### src/rtl/mmio_timer.sv
`default_nettype none
// +----------------------------------------------------------------------+
// | mmio_timer: memory-mapped 64-bit cycle counter with a one-shot       |
// | compare interrupt, answering core data-port requests after one wait. |
// | Revision: 1.0                                                        |
// +----------------------------------------------------------------------+

package mmio_timer_pkg;
  typedef logic [2:0] mem_store_type_t;
endpackage

module mmio_timer
  import mmio_timer_pkg::*;
#(
  parameter logic [63:0] TIME_ADDR = 64'hFFFF_001C,
  parameter logic [63:0] ACK_ADDR  = 64'hFFFF_006C,
  parameter int unsigned CYCLE_W   = 64
) (
  input  logic            clock,
  input  logic            reset,
  input  logic [63:0]     d_addr,
  input  logic [63:0]     d_wdata,
  input  mem_store_type_t d_store_type,
  input  logic            d_valid,
  output logic [63:0]     d_rdata,
  output logic            d_ready,
  output logic            hit,
  output logic            timer_interrupt
);

  localparam logic [CYCLE_W-1:0] c_CYCLE_ONE = {{(CYCLE_W-1){1'b0}}, 1'b1};

  typedef enum logic [0:0] {
    S_IDLE = 1'b0,
    S_RESP = 1'b1
  } state_t;

  state_t               r_state;
  state_t               w_state_nxt;
  logic                 w_accept;
  logic                 w_sel_time;
  logic                 w_sel_ack;
  logic                 w_is_write;
  logic                 w_time_wr;
  logic                 w_ack_wr;
  logic                 w_match;
  logic [CYCLE_W-1:0]   r_cycle;
  logic [CYCLE_W-1:0]   r_compare;
  logic                 r_armed;
  logic                 r_pending;
  logic [63:0]          r_rdata;

  assign w_sel_time = (d_addr == TIME_ADDR);
  assign w_sel_ack  = (d_addr == ACK_ADDR);
  assign hit        = d_valid && (w_sel_time || w_sel_ack);
  assign w_is_write = (d_store_type != '0);
  assign w_time_wr  = w_accept && w_is_write && w_sel_time;
  assign w_ack_wr   = w_accept && w_is_write && w_sel_ack;
  assign w_match    = r_armed && (r_cycle == r_compare);

  always_ff @(posedge clock) begin
    if (reset) begin
      r_state <= S_IDLE;
    end else begin
      r_state <= w_state_nxt;
    end
  end

  // The core keeps the same request on the bus during RESP, so d_valid is
  // deliberately ignored there to avoid accepting it twice.
  always_comb begin
    w_state_nxt = r_state;
    w_accept    = 1'b0;
    case (r_state)
      S_IDLE: begin
        if (hit) begin
          w_accept    = 1'b1;
          w_state_nxt = S_RESP;
        end
      end
      S_RESP:  w_state_nxt = S_IDLE;
      default: w_state_nxt = S_IDLE;
    endcase
  end

  always_ff @(posedge clock) begin
    if (reset) begin
      r_cycle <= '0;
    end else begin
      r_cycle <= r_cycle + c_CYCLE_ONE;
    end
  end

  always_ff @(posedge clock) begin
    if (reset) begin
      r_compare <= '0;
    end else if (w_time_wr) begin
      r_compare <= d_wdata[CYCLE_W-1:0];
    end
  end

  // A compare write re-arms even if the old compare matched this cycle.
  always_ff @(posedge clock) begin
    if (reset) begin
      r_armed <= 1'b0;
    end else if (w_time_wr) begin
      r_armed <= 1'b1;
    end else if (w_match) begin
      r_armed <= 1'b0;
    end
  end

  // Set beats clear so a match coinciding with an ACK is never lost.
  always_ff @(posedge clock) begin
    if (reset) begin
      r_pending <= 1'b0;
    end else if (w_match) begin
      r_pending <= 1'b1;
    end else if (w_ack_wr) begin
      r_pending <= 1'b0;
    end
  end

  always_ff @(posedge clock) begin
    if (reset) begin
      r_rdata <= '0;
    end else if (w_accept) begin
      if (!w_is_write && w_sel_time) begin
        r_rdata <= 64'(r_cycle);
      end else begin
        r_rdata <= '0;
      end
    end
  end

  assign d_ready         = (r_state == S_RESP);
  assign d_rdata         = r_rdata;
  assign timer_interrupt = r_pending;

endmodule

`default_nettype wire

### config.mk
export PLATFORM = sky130hd
export DESIGN_NAME = mmio_timer
export DESIGN_NICKNAME = d
export VERILOG_FILES = /design/src/rtl/mmio_timer.sv
export SDC_FILE = /design/constraint.sdc
export NUM_CORES = 1
export LEC_CHECK = 0
export ABC_AREA = 1
export BUFFER_PORTS_ARGS = -buffer_cell sky130_fd_sc_hd__buf_2
export CAP_MARGIN = 20
export CORE_ASPECT_RATIO = 0.8
export CORE_MARGIN = 4
export CORE_UTILIZATION = 40
export CTS_BUF_LIST = sky130_fd_sc_hd__clkbuf_8
export DETAILED_ROUTE_END_ITERATION = 10
export PLACE_DENSITY = 0.6
export SYNTH_ARGS = -nofsm -noshare
export SYNTH_HDL_FRONTEND = slang
export SYNTH_SLANG_ARGS = --single-unit
### constraint.sdc
create_clock -name clock -period 2.05 [get_ports clock]
set_input_delay 0 -clock clock [delete_from_list [all_inputs] [get_ports clock]]
set_output_delay 0 -clock clock [all_outputs]
set_load 0.02 [all_outputs]
---- After elaboration in Yosys (flattened, before gate mapping) ----
Index checks and enable logic that the tools add are counted.
Widths: inputs -> output; s select.
cells by class
  equal/unequal tests ..................... 3
  div/mod/pow operators ................... 0
  magnitude comparators ................... 0
  reduce and logical (&&, ||, !) cells .... 11
  shifts and indexed selects .............. 0
  $add $sub $neg .......................... 1
  bitwise operators ....................... 1
  multipliers ............................. 0
  mux-type cells .......................... 8
operators with widths
  cell                   count
  $eq 64x32->1 const B   2
  $add 64x1->64 const B  1
  $eq 64x64->1           1
  $mux 64                1
  $logic_and 1x1->1      6
  $mux 1                 6
  $reduce_bool 2->1      2
  $reduce_bool 3->1      1
  $pmux 1 s2             1
  $logic_not 1->1        1
  $logic_or 1x1->1       1
  $not 1->1              1
word-level totals
  bits in read-only memories .............. 0
  output and inout port bits .............. 67
  memories kept ........................... 0
  RAM bits ................................ 0
  latch bits .............................. 0
  word-level logic and storage cells ...... 30
  bits in registers ....................... 195

---- Longest topological paths before layout ----
Gate-level depths: netlist (run 1).
  depth after elaboration ................. 9
  depth in mapped cells ................... 13
  depth with buffers taken out ............ 12

---- Least setup slack after synthesis (run 1) ----
OpenSTA, ideal clock, no wires.
  kind .................................... reg2reg
  start ................................... register r_cycle[0]
  end ..................................... register r_cycle[36]
  clock period less this slack ............ 1.820 ns
  path buffers ............................ 0
  arrival ................................. 1.697 ns
  cell stages (with the launch flop) ...... 13
  setup slack ............................. 0.230 ns
  path through ............................ dfxtp_1 -> ha_1 -> nand2_1 -> nor2_4 -> nand3_2 -> nor2_2 -> inv_2 -> nor2_2 -> nand3_2 -> nor2_2 -> nand2_1 -> o21ai_1 -> a21oi_1
on the way
  cells in the longest elaborated chain, start to end .. 1
ends and longest elaborated chain
  element                 RTL line  RTL
  start, declared         47        logic [CYCLE_W-1:0] r_cycle;
  start signal, assigned  90        r_cycle <= r_cycle + c_CYCLE_ONE;
  $add 64x1->64           90
No other way between the ends.
A chain may end at the register's enable or synchronous reset.

---- Worst setup path in the final report (run 1) ----
  start ................................... register r_cycle[23]
  end ..................................... register r_cycle[58]
Same word-level chain as after synthesis.

==> results of run 1 <==
## power by group through the flow
stage	clock network [mW]	logic [mW]	registers, mW
after floorplan	0	0.104	3.89
after global placement	0	0.285	3.88
after detailed placement	0	0.287	3.88
after CTS	2.68	0.379	3.80
after global routing	2.82	0.426	3.80
final	2.62	0.386	3.80
## cells by family after synthesis
kind of cell               Yosys count  synth area share [%]
AOI/OAI and AO/OA                  163                  8.63
xor gates and xnor gates            30                  2.60
adders and majority gates            1                 0.124
buffers and inverters              230                  9.65
DFF                                195                  38.7
and+or+nand+nor                    890                  40.3
## critical path, stage by stage (launching register included)
cell and delay, ns:
dfxtp_1 0.49, nand2_1 0.13, inv_1 0.10, nand3_1 0.12, nor2_1 0.19, nand3_1 0.09
nor2_1 0.26, nand3_1 0.15, or2_0 0.22, a21oi_1 0.12
## cells in the mapped netlist (all sizes together) (2+ instances only)
library cell,number
xnor2,13
inv,163
nor2,213
o22ai,9
clkbuf,26
nor3,116
nand2,393
nor3b,5
nor4,5
a211oi,2
o21ai,93
a21oi,50
or2,11
nand3,104
xor2,17
buf,41
dfxtp,195
a21boi,2
nand4,41
o21a,2
## metal layers
metal	wire, µm	track usage, %	share of wire [%]
met2	13000	33.3	39
met4	242	3.79	0.73
met3	3030	5.22	9.2
met1	16800	36.8	51
met5	0	0	0
## placed cells by master (no fill, tap or decap), types with 2 or more instances in the layout
cell / instances
a211oi_1: 2
a21oi_1: 50
buf_12: 9
buf_2: 200
buf_4: 60
clkbuf_8: 17
clkinv_4: 3
clkinv_8: 5
dfxtp_1: 181
dfxtp_2: 14
dlygate4sd3_1: 64
inv_1: 150
inv_2: 12
inv_8: 6
nand2_1: 383
nand2_2: 9
nand3_1: 94
nand3_2: 8
nand3_4: 2
nand4_1: 40
nor2_1: 189
nor2_2: 15
nor2_4: 8
nor3_1: 104
nor3_2: 10
nor3_4: 2
nor3b_1: 2
nor3b_2: 3
nor4_1: 5
o21a_1: 2
o21ai_0: 30
o21ai_1: 63
o22ai_1: 9
or2_0: 9
xnor2_1: 13
xor2_1: 17
## flip-flops by register name, indices dropped and copies added (netlist names)
signal,cells
r_cycle,64
r_armed,1
d_ready,1
r_compare,64
timer_interrupt,1
d_rdata,64
## timing repair
action,CTS,global route
endpoints found under the hold margin,64,0
buffers inserted,0,1
gates resized for setup,0,21
hold buffers,64,0
setup endpoints to repair,0,18
## area by class of cell
type,count,area [µm²]
multi-input combinational,1084,5250
tap,318,398
inverter,163,614
timing repair buffer,334,2280
clock buffer,17,234
sequential,195,3920
clock inverter,15,184
fill,2503,11700
## worst paths after layout
path / from / endpoint / slack [ns] / depth (start not counted)
worst max-delay path: r_cycle[23]$_SDFF_PP0_ / r_cycle[58]$_SDFF_PP0_ / 0.11 / 9
worst min-delay path: reset / r_cycle[2]$_SDFF_PP0_ / 0.03 / 4
worst max register to register: r_cycle[23]$_SDFF_PP0_ / r_cycle[58]$_SDFF_PP0_ / 0.11 / 9
worst min register to register: d_rdata[53]$_SDFFE_PP0P_ / d_rdata[53]$_SDFFE_PP0P_ / 0.48 / 2
==> impl_metrics.json, run 1 <==
{
  "status": "finished, final reports clean",
  "core_area_um2": 24600,
  "setup.worst_path.end_class": "register",
  "drcViolationCount": 0,
  "path_max_fanout": 4,
  "area_growth_pct": 27.6,
  "hp-class": "primary input to register",
  "routed_wl_mm": 33.1,
  "syn_area_um2": 10100,
  "slew_viol_final": 0,
  "htreeDepth": 4,
  "dpl.cell_count": 2029,
  "antenna_found_initial": 0,
  "synthesis.nets": 1644,
  "synth_edf_count": 0,
  "finalWorstSetupSlack_ns": 0.110,
  "layout.nets": 1930,
  "via_per_inst": 5.01,
  "crit_type": "register to register",
  "switchingPower_mw": 1.85,
  "cts_buffer_depth": 2,
  "max_freq_mhz": 515,
  "yosys.area.top_type": "dfxtp_1",
  "insertion_delay_ns": 0.49,
  "numCtsBuffers": 17,
  "finalCriticalPeriod_ns": 1.94,
  "p_int_mw": 4.96,
  "yosys_warnings": 0,
  "detail-route-antenna-nets": 0,
  "synthFlopType": "dfxtp_1",
  "holdWs_ns": 0.0300,
  "vias": 10700,
  "cts_tree": "yes",
  "rows": 51,
  "pwr-share-seq_pct": 55.9,
  "finalNonFillerCells": 2126,
  "min_period_over_period_pct": 94.6,
  "grt_use_total_pct": 23.5,
  "swShare_pct": 27.1,
  "die_h_um": 150,
  "arrival_ns": 2.36,
  "setup_tns_ns": 0,
  "grt_pass1_wl_mm": 52.3,
  "power_mw": 6.80,
  "first_pass_iters": 6,
  "place_area_um2": 11800,
  "port_buffers": 200,
  "path_clk_slew_ns": 0.13,
  "final_core_util_pct": 52.4,
  "synth_top_area_share_pct": 38.7,
  "p_per_area_nw_per_um2": 528,
  "grt_pass1_vias": 9826,
  "final-hold-violation-count": 0,
  "critPathLaunchType": "register",
  "stdcell_area_um2": 12900,
  "drive_gt1_share_pct": 21.7,
  "synth_seq_cells": 195,
  "clkSinkCount": 195,
  "routedWlPerCell_um": 15.6,
  "post-place-ws_ns": 0.124,
  "maxCapViolations": 0,
  "start_util_pct": 41.1,
  "cts-root-buf": "clkbuf_8",
  "syn_inst": 1509,
  "synth.area.top_cells": "dfxtp_1 39%, nand2_1 14%, nor2_1 7.1%",
  "cp.required_ns": 2.47,
  "peakVddDrop_uv": 344,
  "drt-initial-drc-count": 854,
  "rsz0062_at_grt": "true",
  "yosysSeqAreaShare_pct": 38.7,
  "power.leakage_nw": 5.44,
  "diodes": 0,
  "clock-skew-final_ns": 0.0206,
  "die_area_um2": 27800,
  "tightestPinTransition_ns": 0.575,
  "grt_overflow": 0,
  "setup_viol": 0,
  "synth.avg_cell_area_um2": 6.69,
  "grt_start_max_net_pins": 66,
  "synth.distinct_cells": 47,
  "slew_headroom_pct": 61.7,
  "die_x_um": 186,
  "pwr-share-comb_pct": 5.7,
  "gp_congestion": 0.912,
  "place_hpwl_mm": 24.6,
  "ios": 201,
  "clkPwrFrac_pct": 38.5,
  "async_flop_share_pct": 0
}
(Power assumes the default switching activity.)
==> run 2, diff against run 1 <==
- CORE_MARGIN: 4 -> 2
- MAX_ROUTING_LAYER: default -> met4
==> run 2 against run 1 <==
  * Worst setup slack lost 0.034 ns
  * Combinational power grew 2%
  * Sequential cell count is the same
  * Largest power group unchanged
==> impl_metrics.json, run 2 (synthesis results as in run 1) <==
{
  "tightestPinTransition_ns": 0.584,
  "max_freq_mhz": 507,
  "min_period_over_period_pct": 96.3,
  "setup.worst_path.end_class": "register",
  "layout.nets": 1965,
  "p_per_area_nw_per_um2": 523,
  "slew_viol_final": 0,
  "first_pass_iters": 5,
  "core_area_um2": 24600,
  "crit_type": "register to register",
  "insertion_delay_ns": 0.50,
  "path_max_fanout": 5,
  "start_util_pct": 41.1,
  "cts-root-buf": "clkbuf_8",
  "numCtsBuffers": 17,
  "layout_common_cells": "383 x nand2_1, 200 x buf_2, 188 x nor2_1, 180 x dfxtp_1, 149 x inv_1",
  "grt_pass1_vias": 9855,
  "vias": 10800,
  "place_area_um2": 11900,
  "rsz0062_at_grt": "false",
  "finalCriticalPeriod_ns": 1.97,
  "path_delay_family": "simple AND/OR/NAND/NOR gates",
  "diodes": 0,
  "ios": 201,
  "place_hpwl_mm": 25.0,
  "grt_pass1_wl_mm": 53.5,
  "maxCapViolations": 0,
  "drcViolationCount": 0,
  "cpMaxStageDelayCell": "dfxtp_1",
  "num-fill-cells": 2497,
  "post-place-ws_ns": 0.0605,
  "critPathLaunchType": "register",
  "multi_input_area_um2": 5260,
  "area_growth_pct": 30.8,
  "gp_congestion": 0.949,
  "die_x_um": 182,
  "antenna_found_initial": 0,
  "hp-class": "primary input to register",
  "path_clk_slew_ns": 0.11,
  "cts_buffer_depth": 2,
  "slew_headroom_pct": 61.1,
  "rows": 51,
  "die_area_um2": 26500,
  "routedWlPerCell_um": 15.7,
  "layout_commonest_cell": "nand2_1",
  "cts_tree": "yes",
  "grt_start_max_net_pins": 70,
  "via_per_inst": 4.98,
  "port_buffers": 200,
  "final-hold-violation-count": 0,
  "clock-skew-final_ns": 0.0203,
  "cpPeakStageDelay_ns": 0.55,
  "detail-route-antenna-nets": 0,
  "finalWorstSetupSlack_ns": 0.0761,
  "crit_buf_inv": 1,
  "cp.required_ns": 2.40,
  "clkSinkCount": 195,
  "drive_gt1_share_pct": 22.8,
  "stdcell_area_um2": 13200,
  "peakVddDrop_uv": 404,
  "crit_chain": "inv_1 > nand2_1 > o21ai_0 > nor2_1 > nand4_1 > nor2_1 > nand2_1 > nor2_1 > nand3_1 > nand2_1 > a21oi_1",
  "arrival_ns": 2.33,
  "grt_use_total_pct": 26.2,
  "grt_overflow": 0,
  "routed_wl_mm": 33.9,
  "status": "finished, final reports clean",
  "setup_viol": 0,
  "die_h_um": 146,
  "drt-initial-drc-count": 858,
  "setup_tns_ns": 0,
  "power.leakage_nw": 5.63,
  "seq_area_um2": 3920,
  "htreeDepth": 4
}
run 2: worst reg2reg max path: cells and delay by family, from the launching register on:
kind	cells	cell delay, ns
simple gates	8	1.05
flops	1	0.55
compound gates	2	0.13
buf+inv	1	0.12
run 2: metal layers:
layer  wire (µm)  track usage [%]  part of all wire, %
met3        2710             3.59                  8.0
met4         414             5.33                  1.2
met2       13000             34.4                   38
met5           0                -                    0
met1       17800             41.5                   52
run 2: final timing paths:
check	start	to	slack, ns	cells past startpoint
worst max-delay path	r_cycle[31]$_SDFF_PP0_	r_armed$_SDFFE_PP0P_	0.08	11
worst min-delay path	d_valid	timer_interrupt$_SDFFE_PP0P_	0.03	4
worst max register to register	r_cycle[31]$_SDFF_PP0_	r_armed$_SDFFE_PP0P_	0.08	11
worst min register to register	d_rdata[29]$_SDFFE_PP0P_	d_rdata[29]$_SDFFE_PP0P_	0.48	2
run 2: layout make-up:
class,instances,share of cell area (%)
repair buffers,369,19.5
well taps,318,3.01
multi-input cells,1084,39.8
inverters,163,4.65
clock buffers,17,1.77
flip-flops and latches,195,29.7
clock inverters,15,1.51
run 2: stage by stage:
stage	power (mW)	hold slack, ns	std cells	utilization [%]
3_5_place_dp	4.17	0.233	2051	48.5
2_1_floorplan	3.99	0.142	1509	-
6_report	6.90	0.0261	2161	53.7
3_3_place_gp	4.17	0.229	2051	48.5
4_1_cts	6.93	0.00818	2160	53.4
5_1_grt	7.13	0.0747	2161	53.7
run 2: what timing repair did:
item | CTS | global route
endpoints found under the hold margin | 79 | 0
endpoints found under the setup margin | 0 | 17
hold buffers | 77 | 0
gates resized for setup | 0 | 25
buffers inserted | 0 | 1
run 2: power by group:
group	leakage (nW)	internal [mW]	switching (mW)	total (mW)
sequential	1.58	3.79	0.00628	3.80
clock	0.216	0.971	1.74	2.71
combinational	3.83	0.220	0.172	0.392
total	5.63	4.98	1.92	6.90
==> run 3, diff against run 2 <==
==> constraint.sdc (replaced) <==
create_clock -name clock -period 2.3 [get_ports clock]
set_input_delay 0 -clock clock [delete_from_list [all_inputs] [get_ports clock]]
set_output_delay 0 -clock clock [all_outputs]
set_load 0.01 [all_outputs]
==> run 3 against run 2 <==
  * Combinational power shrank 16%
  * Cell count down 2.9%
  * Critical endpoint is now r_cycle[42]$_SDFF_PP0_
  * First-iteration DRC count shrank 4.5%
  * Die area is the same
  * Power down 13%
  * Global-route usage shrank 0.26 points
  * Non-clock buffer count is 63 lower
  * Clock skew fell by 0.0041 ns
  * Largest power group unchanged
  * Utilization is 2.7 points lower
==> impl_metrics.json, run 3 (synthesis results as in run 1) <==
{
  "die_x_um": 182,
  "holdWs_ns": 0.0632,
  "cts_buffer_depth": 2,
  "drcViolationCount": 0,
  "port_buffers": 200,
  "vias": 10500,
  "rows": 51,
  "grt_start_max_net_pins": 66,
  "core_area_um2": 24600,
  "grt_overflow": 0,
  "path_max_fanout": 5,
  "clock-skew-final_ns": 0.0162,
  "ios": 201,
  "max_freq_mhz": 475,
  "postCtsSetupBuffers": 0,
  "drive_gt1_share_pct": 19.5,
  "insertion_delay_ns": 0.49,
  "critPathLaunchType": "register",
  "final-hold-violation-count": 0,
  "num-fill-cells": 2519,
  "cts-root-buf": "clkbuf_8",
  "maxCapViolations": 0,
  "die_h_um": 146,
  "die_area_um2": 26500,
  "setup.worst_path.end_class": "register",
  "multi_input_area_um2": 5210,
  "routedWlPerCell_um": 15.9,
  "antenna_found_initial": 0,
  "min_period_over_period_pct": 91.5,
  "grt_pass1_vias": 9709,
  "cp.required_ns": 2.69,
  "slew_headroom_pct": 49.0,
  "numCtsBuffers": 17,
  "via_per_inst": 5.02,
  "finalCriticalPeriod_ns": 2.10,
  "seq_area_um2": 3910,
  "layout.nets": 1902,
  "grt_use_total_pct": 25.9,
  "setup_tns_ns": 0,
  "routed_wl_mm": 33.3,
  "cts_tree": "yes",
  "path_clk_slew_ns": 0.11,
  "setup_viol": 0,
  "arrival_ns": 2.49,
  "tightestPinTransition_ns": 0.766,
  "post-place-ws_ns": 0.151,
  "place_hpwl_mm": 24.5,
  "detail-route-antenna-nets": 0,
  "finalWorstSetupSlack_ns": 0.196,
  "status": "finished, final reports clean",
  "power.leakage_nw": 5.22,
  "gp_congestion": 0.939,
  "first_pass_iters": 7,
  "grt_pass1_wl_mm": 52.8,
  "power_mw": 5.99,
  "slew_viol_final": 0,
  "layout_commonest_cell": "nand2_1",
  "drt-initial-drc-count": 819,
  "diodes": 0,
  "hp-class": "primary input to register",
  "peakVddDrop_uv": 344,
  "crit_type": "register to register",
  "area_growth_pct": 24.2,
  "layout_common_cells": "383 x nand2_1, 200 x buf_2, 194 x dfxtp_1, 190 x nor2_1, 150 x inv_1",
  "p_per_area_nw_per_um2": 478,
  "start_util_pct": 41.1,
  "clkSinkCount": 195,
  "rsz0062_at_grt": "false",
  "htreeDepth": 4
}
==> run 3: cell types whose count changed in the layout (fill, tap and decap cells not counted), moves of 5 or more <==
| cell | delta |
|---|---|
| dfxtp_1 | +14 |
| dfxtp_2 | -14 |
| buf_12 | -5 |
| buf_4 | -46 |
| dlygate4sd3_1 | -12 |
==> run 3: path summary, 6_finish.rpt <==
path	from	slack, ns	to	depth (start not counted)
setup / recovery	r_cycle[1]$_SDFF_PP0_	0.20	r_cycle[42]$_SDFF_PP0_	11
hold / removal	d_store_type[2]	0.06	d_rdata[11]$_SDFFE_PP0P_	5
setup reg to reg	r_cycle[1]$_SDFF_PP0_	0.20	r_cycle[42]$_SDFF_PP0_	11
hold reg to reg	d_rdata[48]$_SDFFE_PP0P_	0.48	d_rdata[48]$_SDFFE_PP0P_	2
==> run 3: per-stage QoR <==
step                      util, %  instance area [µm²]  std cells
final                        51.0                12500       2098
after detailed placement     46.8                11500       2001
after global routing         51.0                12500       2098
after floorplan                 -                10100       1509
after global placement       46.8                11500       2001
after CTS                    51.0                12500       2098
==> run 3: worst max-delay path: stages (launching register included) <==
cell     delay [ns]
dfxtp_1        0.47
ha_1           0.24
nand2_1        0.12
nor2_4         0.14
nand2_2        0.09
nor2_4         0.14
nand2_2        0.08
nor2_2         0.17
nand3_2        0.13
or2_1          0.26
o21ai_1        0.12
a21oi_1        0.05
==> run 3: report_power, final <==
part	total (mW)	internal (mW)	switching, mW
Combinational	0.329	0.183	0.146
Sequential	3.39	3.38	0.00999
Clock	2.27	0.835	1.44
==> run 3: what timing repair did <==
action	CTS	global route
setup endpoints to repair	0	5
resized for setup	0	1
hold buffers	65	0
endpoints found under the hold margin	67	0
==> run 3: metal layers <==
metal,up-vias,part of all wire (%),track usage (%)
met5,-,0,-
met1,4749,52,39.6
met3,17,8.8,5.84
met4,0,0.71,4.72
li1,5373,-,-
met2,392,38,34.5
==> run 3: cell type report <==
cell class | instances | share of cell area [%]
clock buffers | 18 | 1.98
clock inverters | 14 | 1.15
inverters | 163 | 4.90
multi-input cells | 1084 | 41.6
flip-flops and latches | 195 | 31.2
well taps | 318 | 3.17
repair buffers | 306 | 16.0
